### src/rtl/spram_arbiter.sv
// Two-requester arbiter/sequencer for a single-port synchronous RAM with 1-cycle read latency.
// Optional macro SPRAM_ARB_RR_EN selects round-robin arbitration; undefined gives fixed priority to requester 0.
module spram_arbiter #(
    parameter int DATA_WIDTH = 32,
    parameter int ADDR_WIDTH = 12
) (
    input  logic                  clk,
    input  logic                  rst,
    input  logic [1:0]            req_valid,
    output logic [1:0]            req_ready,
    input  logic [1:0]            req_we,
    input  logic [ADDR_WIDTH-1:0] req_addr0,
    input  logic [ADDR_WIDTH-1:0] req_addr1,
    input  logic [DATA_WIDTH-1:0] req_wdata0,
    input  logic [DATA_WIDTH-1:0] req_wdata1,
    output logic [1:0]            rsp_valid,
    input  logic [1:0]            rsp_ready,
    output logic [DATA_WIDTH-1:0] rsp_data0,
    output logic [DATA_WIDTH-1:0] rsp_data1,
    output logic [ADDR_WIDTH-1:0] ram_addr,
    output logic [DATA_WIDTH-1:0] ram_din,
    output logic                  ram_we,
    input  logic [DATA_WIDTH-1:0] ram_dout
);

    logic [1:0]            pend_q, pend_d;
    logic [1:0]            byp_q, byp_d;
    logic [DATA_WIDTH-1:0] hold0_q, hold0_d, hold1_q, hold1_d;
    logic [1:0]            elig, grant, rd_grant;

`ifdef SPRAM_ARB_RR_EN
    logic ptr_q, ptr_d;
`endif

    // rsp_valid is gated by rst so a response in flight when reset hits is dropped immediately.
    always_comb begin
        rsp_valid = rst ? 2'b00 : pend_q;
        elig      = req_valid & (~pend_q | (rsp_valid & rsp_ready));
        grant     = 2'b00;
        if (!rst) begin
`ifdef SPRAM_ARB_RR_EN
            if (elig == 2'b11) grant = ptr_q ? 2'b10 : 2'b01;
            else               grant = elig;
`else
            grant[0] = elig[0];
            grant[1] = elig[1] & ~elig[0];
`endif
        end
        req_ready = grant;
        rd_grant  = grant & ~req_we;
    end

    always_comb begin
        ram_addr = '0;
        ram_din  = '0;
        ram_we   = |(req_we & grant);
        if (grant[0]) begin
            ram_addr = req_addr0;
            ram_din  = req_wdata0;
        end else if (grant[1]) begin
            ram_addr = req_addr1;
            ram_din  = req_wdata1;
        end
    end

    // RAM output is only valid for the requester in its bypass cycle; afterwards the hold register answers.
    assign rsp_data0 = byp_q[0] ? ram_dout : hold0_q;
    assign rsp_data1 = byp_q[1] ? ram_dout : hold1_q;

    always_comb begin
        pend_d  = rd_grant | (pend_q & ~(rsp_valid & rsp_ready));
        byp_d   = rd_grant;
        hold0_d = hold0_q;
        hold1_d = hold1_q;
        if (byp_q[0] && !rsp_ready[0]) hold0_d = ram_dout;
        if (byp_q[1] && !rsp_ready[1]) hold1_d = ram_dout;
    end

`ifdef SPRAM_ARB_RR_EN
    always_comb begin
        ptr_d = ptr_q;
        if (grant[0])      ptr_d = 1'b1;
        else if (grant[1]) ptr_d = 1'b0;
    end
`endif

    always_ff @(posedge clk) begin
        if (rst) begin
            pend_q  <= 2'b00;
            byp_q   <= 2'b00;
            hold0_q <= '0;
            hold1_q <= '0;
`ifdef SPRAM_ARB_RR_EN
            ptr_q   <= 1'b0;
`endif
        end else begin
            pend_q  <= pend_d;
            byp_q   <= byp_d;
            hold0_q <= hold0_d;
            hold1_q <= hold1_d;
`ifdef SPRAM_ARB_RR_EN
            ptr_q   <= ptr_d;
`endif
        end
    end

endmodule
### config.mk
export PLATFORM = sky130hd
export DESIGN_NAME = spram_arbiter
export DESIGN_NICKNAME = d
export VERILOG_FILES = /design/src/rtl/spram_arbiter.sv
export SDC_FILE = /design/constraint.sdc
export NUM_CORES = 1
export LEC_CHECK = 0
export CAP_MARGIN = 20
export CORE_ASPECT_RATIO = 0.7
export CORE_MARGIN = 1.5
export CORE_UTILIZATION = 42
export DETAILED_ROUTE_END_ITERATION = 16
export PLACE_DENSITY = 0.95
export SYNTH_ARGS = -nofsm -noshare
export SYNTH_HDL_FRONTEND = slang
export SYNTH_SLANG_ARGS = --single-unit
### constraint.sdc
create_clock -name clk -period 3.8 [get_ports clk]
set_input_delay 0.76 -clock clk [delete_from_list [all_inputs] [get_ports clk]]
set_output_delay 0.76 -clock clk [all_outputs]
set_load 0.05 [all_outputs]
# Word level (Yosys, flattened, before mapping)
# Index checks and enable logic that the tools add are counted.
# op_classes
mux	8
bitwise	12
n_reduce_logical	5
# ops
op	count
2-to-1 mux 32 bit	4
2-to-1 mux 12 bit	2
bitwise AND 2 bit	5
NOT 2 bit	3
2-to-1 mux 2 bit	2
OR 2 bit	2
logical AND 1 bit	2
logical NOT 1 bit	2
OR reduction 2 bit	1
bitwise AND 1 bit	1
NOT 1 bit	1
# totals
ff_bits	68
input_bits	128
output_inout_bits	113
word_cells	29

# Logic depth before layout (Yosys ltp)
# Gate-level depths: netlist of the first run.
# depth
word_depth	9
mapped_depth	6
mapped_depth_nobuf	3

# Least setup slack after synthesis of the first run
# Ideal clock, no wire load.
# synth_timing
path_type	input port to output port
start	in rst
end	out ram_addr[10]
arrival_time_ns	2.556
required_ns	3.040
path_slack_ns	0.484
path_stages	6
n_path_buf	3
cell_sequence	buf_2 -> nand2b_4 -> a21boi_2 -> buf_6 -> buf_6 -> o31ai_1
# synth_between
elab_chain_len	9
# synth_lines
item	line	rtl
start: declaration	8	input logic rst,
2-to-1 mux 2 bit	37	rsp_valid = rst ? 2'b00 : pend_q;
bitwise AND 2 bit	38	elig = req_valid & (~pend_q | (rsp_valid & rsp_ready));
OR 2 bit	38	
bitwise AND 2 bit	38	
NOT 1 bit	46	grant[1] = elig[1] & ~elig[0];
bitwise AND 1 bit	46	
2-to-1 mux 2 bit *	40	if (!rst) begin
2-to-1 mux 12 bit	60	end else if (grant[1]) begin
2-to-1 mux 12 bit *	57	if (grant[0]) begin
end: declaration	20	output logic [ADDR_WIDTH-1:0] ram_addr,
# Mark *: on every way between the ends. The rest lies on a longest branch, timed or not.

# Final worst setup path of the first run
# layout_timing
start	in rsp_ready[1]
end	out ram_din[28]
# layout_between
elab_chain_len	7
# layout_lines
item	line	rtl
start: declaration	17	input logic [1:0] rsp_ready,
bitwise AND 2 bit	38	
OR 2 bit	38	
bitwise AND 2 bit	38	
bitwise AND 1 bit	46	
2-to-1 mux 2 bit	40	
2-to-1 mux 32 bit	60	
2-to-1 mux 32 bit	57	
end: declaration	21	output logic [DATA_WIDTH-1:0] ram_din,
# Every way passes these cells.

==> results.tsv, run 1 <==
stage	metric	value	unit
cts	hold_buffers	0	
job	drv_cap	0	
synth	yosys_warnings	0	
critical_path	required	3.04	ns
place	numPortBuffers	240	
global_routing	grt_pass1_vias	5139	
pwr	switching_share	29.2	%
pwr	max-vdd-ir-drop	0.000274	V
die	dieWidth	123	um
cts	cts_made_buffers	9	
timing	setup-violations-final	0	
cts	cts_setup_buffers	0	
synth	ys_seq_area_share	32.4	%
synth	synth.largest_area_cell	dfxtp_1	
synth	synthAdderAreaFrac	0	%
timing	finalHoldViolations	0	
die	fp.dieH	86.7	um
drt	drt_iter0_drc	338	
synth	syn_nets	668	
critical_path	worstSetupStartpointType	input pin	
global_routing	antenna_found_initial	0	
final_layout	antenna_cells	0	
cts	clkTransAtPathRegs	0.06	ns
timing	setup-tns-final	0	ns
final_layout	finalNetCount	873	
die	core	9720	um^2
critical_path	critical_path_class	input pin to primary output	
final_layout	final_cells	877	
critical_path	cp.arrival	2.53	ns
drt	drt_drc_violations_left	0	
place	dp.cells	862	
drt	wl_per_cell	18.4	um
cts	clock_latency	0.32	ns
timing	finalCritPeriodShare	86.5	%
synth	synth_compound_area_share	25.8	%
synth	synth_xor_area_share	0	%
pwr	power.switching	0.733	mW
timing	fmax	0.304	GHz
drt	via_per_inst	5.65	
synth	yosysUniqueCellTypes	24	
run_status	status	completed	
timing	relSlewSlack	47.1	%
synth	synth_top_area_share	32.4	%
pwr	seqPwrFrac	29.3	%
synth	ys_dominant_reg_cell	dfxtp_1	
synth	synth_top_family_by_area	compound AO/OA/AOI/OAI gates	
pwr	power_frac_clock	40.5	%
timing	min_period	3.29	ns
final_layout	area_growth_syn_to_layout	77.0	%
cts	cts_root_buf	clkbuf_16	
final_layout	layout-drive-gt1-share	19.6	%
drt	drtPass1Iterations	4	
synth	netlist_top_cells_count	nand2_1 (128), dfxtp_1 (68), a21oi_1 (66), mux2_2 (64), inv_1 (47)	
global_routing	grt_use_total	30.3	%
cts	htree_num_levels	3	
critical_path	cp-end-kind	primary output	
place	routabilityCongestion	0.821	
cts	tritoncts	built	
cts	clk_path_buf_depth	2	
timing	grt_setup_unrepaired	false	
drt	postRouteAntennaNets	0	
timing	slew_violations	0	
pwr	p_int	1.77	mW
die	ios	241	
critical_path	cp_max_fo	47	
die	start_util	43.2	%
die	fp-row-count	30	
global_routing	grt_pass1_wl	25300	um
synth	async_reset_ff_share	0	%
timing	clock_skew	0.0104	ns
synth	synth-seq-cells	68	
timing	worstMarginPinSlew	0.792	ns
synth	yosysMostFrequentCell	nand2_1	
synth	synth_mux_area_share	17.1	%
final_layout	final_util	76.5	%
pwr	p_leak	2.82	nW
cts	clock-sinks	68	
pwr	pwr-share-comb	30.2	%
synth	synth_edf_count	0	
synth	synthTopCellsByArea	dfxtp_1 (32%), mux2_2 (17%), nand2_1 (11%)	
die	die_area	10600	um^2
synth	avgSynthCellArea	7.78	um^2
pwr	power.total	2.51	mW
global_routing	grt_start_max_net_pins	66	
cts	cts_resized	0	
synth	synth_cells	540	
pwr	power_density	337	nW/um^2
global_routing	overflow	0	
drt	wl	16200	um
place	hpwl	11400	um
drt	vias	4958	
worst_hold_path	hold_path.class	flip-flop to flip-flop	
synth	synthSimpleGateAreaFrac	13.8	%
synth	synth_area	4200	um^2
## final timing paths
kind	end	cells after the start	startpoint	slack, ns
worst max register to register	hold0_q[9]	5	byp_q[0]	1.64
worst min register to register	hold1_q[13]	2	hold1_q[13]	0.45
worst max-delay path	ram_din[28]	6	rsp_ready[1]	0.51
worst min-delay path	hold1_q[13]	2	hold1_q[13]	0.45
## placed cells by master (no fill, tap or decap)
master / instances
nor2_1: 2
clkinvlp_4: 1
inv_2: 1
dfxtp_1: 68
buf_2: 1
nor3_1: 1
inv_1: 47
a21oi_1: 66
o31ai_1: 45
nor2b_2: 2
mux2_2: 64
nand2b_4: 1
nand2_1: 128
nor3b_1: 1
nor2b_1: 1
and2_1: 1
bufinv_16: 4
inv_6: 1
buf_12: 48
a21boi_4: 1
clkdlybuf4s50_1: 192
nand2b_2: 1
nand2b_1: 4
clkbuf_16: 9
nand3_2: 1
buf_4: 12
o2111ai_1: 45
a211o_1: 1
## cell type report
cell class	count	area [um^2]
inverter	48	180
sequential	68	1360
clock inverter	6	136
tap	128	160
multi-input combinational	365	2400
timing repair buffer	253	2980
clock buffer	9	225
fill	628	2280
## flip-flops by register name, indices dropped and copies added (netlist names)
name and count:
hold0_q 32, hold1_q 32, pend_q 2, byp_q 2
## kinds of logic (layout without fill, tap and decap cells)
family / Yosys count / in the layout
compound gates: 158 / 158
buf+inv: 107 / 316
flops: 68 / 68
mux: 64 / 64
simple gates: 143 / 143
## through the flow
| stage | setup WS (ns) | cell area, um^2 | hold WS (ns) |
|---|---|---|---|
| CTS | 0.512 | 7440 | 0.455 |
| detailed placement | 0.540 | 7080 | 0.447 |
| floorplan | 0.484 | 4200 | 0.434 |
| finish | 0.514 | 7440 | 0.453 |
| global route | 0.434 | 7440 | 0.472 |
| global placement | 0.627 | 7080 | 0.439 |
## power by group through the flow
stage | sequential [mW] | clock [mW] | combinational (mW)
finish | 0.734 | 1.02 | 0.757
CTS | 0.734 | 1.03 | 0.756
global route | 0.735 | 1.06 | 0.790
detailed placement | 0.749 | 0 | 0.751
floorplan | 0.747 | 0 | 0.376
global placement | 0.748 | 0 | 0.739
## worst max-delay path, cell delays in order
cell and delay (ns):
clkdlybuf4s50_1 0.50, nand2b_1 0.15, nand3_2 0.08, buf_4 0.30, o31ai_1 0.52, buf_12 0.21
## layer usage
metal | track usage [%] | wire length, um | up-vias | part of all wire (%)
met2 | 55.6 | 8350 | 254 | 52
met1 | 32.6 | 6170 | 2354 | 38
li1 | - | - | 2314 | -
met4 | 11.6 | 369 | 0 | 2.3
met5 | 0 | 0 | - | 0
met3 | 9.47 | 1260 | 36 | 7.8
Power figures use the tool's default switching activity.
==> run 2, diff against run 1 <==
CORE_UTILIZATION = 39   (was 42)
PLACE_DENSITY = 0.9   (was 0.95)
clock period = 3.05 ns   (was 3.8 ns; I/O delays follow)
==> run 2 against run 1 <==
- power is 19% higher
- clock-buffer cell count increased by 1
- critical path depth did not move
- sequential power increased by 25%
- register-to-register slack worse by 0.34 ns
- final cell count up 1.0%
- setup slack worse by 0.38 ns
- flip-flop and latch count stayed put
- clock skew decreased by 0.0047 ns
- die area is 7.5% higher
- core utilization up 0.97 points
- critical path type unchanged
- largest cell class unchanged
==> results.tsv, run 2 (synthesized netlist as in run 1, its figures left out) <==
stage	metric	value	unit	change
timing	finalHoldViolations	0		unchanged
worst_hold_path	hold_path.class	flip-flop to flip-flop		
die	core	10400	um^2	+6.9%
critical_path	worstSetupStartpointType	input pin		
timing	setup-tns-final	0	ns	unchanged
global_routing	grt_start_max_net_pins	67		+1.5%
worst_hold_path	hold_path.startpoint	hold1_q[16]		
worst_hold_path	whs_endpoint	hold1_q[16]		
critical_path	r2r_setup_slack	1.30	ns	-0.34 ns
global_routing	overflow	0		unchanged
drt	drt_drc_violations_left	0		unchanged
critical_path	cp_max_fo	37		-21%
die	die_area	11400	um^2	+7.5%
cts	cts_made_buffers	9		unchanged
critical_path	critical_path_class	input pin to primary output		
critical_path	cp.arrival	2.30	ns	-0.23 ns
final_layout	finalNetCount	877		+0.46%
drt	wl	16600	um	+2.9%
place	routabilityCongestion	0.923		+12%
global_routing	antenna_found_initial	0		unchanged
run_status	status	completed		
critical_path	critical_path.max_stage_delay	0.52	ns	about the same
timing	worstMarginPinSlew	0.715	ns	-0.0773 ns
place	hpwl	12200	um	+6.9%
timing	min_period	2.91	ns	
critical_path	cp-end-kind	primary output		
final_layout	layout-drive-gt1-share	28.6	%	+9.0 points
die	start_util	40.4	%	-2.8 points
drt	wl_per_cell	18.8	um	+1.9%
drt	drtPass1Iterations	5		+1
final_layout	largestRegisters	hold0_q (32), hold1_q (32)		
pwr	p_leak	3.12	nW	+11%
cts	clk_path_buf_depth	2		unchanged
global_routing	grt_pass1_vias	5316		+3.4%
final_layout	antenna_cells	0		unchanged
die	fp.dieH	89.9	um	+3.6%
pwr	power.total	2.97	mW	+19%
critical_path	timing.rr.end	hold0_q[7]		
cts	tritoncts	built		
global_routing	grt_pass1_wl	26900	um	+6.1%
die	dieWidth	127	um	+3.7%
die	ios	241		unchanged
timing	finalCritPeriodShare	95.6	%	
place	numPortBuffers	240		unchanged
critical_path	r2r-start	byp_q[0]		
pwr	max-vdd-ir-drop	0.000273	V	-0.43%
cts	cts_root_buf	clkbuf_16		
final_layout	final_cell_mix	nand2_1 (128), clkdlybuf4s50_1 (127), buf_12 (113)		
critical_path	required	2.44	ns	-0.60 ns
critical_path	path_cells	clkdlybuf4s50_1 -> nand2b_1 -> nand3_2 -> buf_12 -> o31ai_1 -> buf_12		
timing	grt_setup_unrepaired	false		
timing	slew_violations	0		unchanged
final_layout	layout_commonest_cell	nand2_1		
worst_hold_path	hold_depth	2		unchanged
cts	hold_buffers	0		unchanged
job	drv_cap	0		unchanged
timing	whs	0.454	ns	+0.000774 ns
die	fp-row-count	31		+3.3%
timing	relSlewSlack	52.3	%	+5.2 points
timing	fmax	0.343	GHz	
global_routing	grt_use_total	29.2	%	-1.1 points
cts	clock_latency	0.33	ns	about the same
pwr	power_density	369	nW/um^2	+9.5%
critical_path	rr_worst_depth	5		unchanged
cts	htree_num_levels	3		unchanged
final_layout	area_growth_syn_to_layout	91.7	%	
cts	clock-sinks	68		unchanged
critical_path	critPathSlowestCell	clkdlybuf4s50_1		
cts	cts_setup_buffers	0		unchanged
timing	setup-violations-final	0		unchanged
drt	vias	5011		+1.1%
drt	via_per_inst	5.66		about the same
drt	drt_iter0_drc	365		+8.0%
critical_path	path_common_cell	buf_12		
cts	cts_resized	0		unchanged
timing	clock_skew	0.00569	ns	-0.00475 ns
drt	postRouteAntennaNets	0		unchanged
cts	clkTransAtPathRegs	0.06	ns	about the same
## run 2: final cells by class
class	instances	area [um^2]
Sequential cell	68	1360
Clock inverter	6	65.1
Tap cell	132	165
Fill cell	625	2340
Clock buffer	10	229
Multi-Input combinational cell	365	2400
Timing Repair Buffer	257	3660
Inverter	48	180
## run 2: worst max path at each step
stage	endpoint	slack, ns	cells after the start	from
6_report	ram_we	0.14	6	rsp_ready[1]
5_1_grt	ram_addr[8]	0.04	6	rsp_ready[1]
4_1_cts	ram_addr[8]	0.16	6	rsp_ready[1]
3_5_place_dp	ram_addr[8]	0.17	6	rsp_ready[1]
3_3_place_gp	ram_we	0.28	6	rsp_ready[1]
2_1_floorplan	ram_addr[10]	0.03	6	rst
## run 2: critical path, delay by kind of cell
kind	cells	cell delay, ns
compound gates	1	0.43
buf+inv	3	0.90
simple gates	2	0.31
## run 2: metrics by stage
step                      cells  worst slack [ns]  utilization [%]  cell area [um^2]
after floorplan             540            0.0343                -              4200
after global placement      870             0.283             74.7              7760
after detailed placement    870             0.174             74.7              7760
after CTS                   886             0.164             77.5              8060
after global routing        886            0.0421             77.5              8060
final                       886             0.136             77.5              8060
## run 2: power breakdown
group | switching, mW | internal [mW]
logic | 0.535 | 0.500
clock network | 0.392 | 0.632
registers | 0.00959 | 0.905
total | 0.936 | 2.04
## run 2: routing by layer
| metal | up-vias | track usage [%] | share of wire (%) |
|---|---|---|---|
| met5 | - | 0 | 0 |
| li1 | 2325 | - | - |
| met2 | 239 | 52.9 | 52 |
| met4 | 0 | 10.0 | 2.1 |
| met1 | 2415 | 33.1 | 39 |
| met3 | 32 | 7.50 | 7.5 |
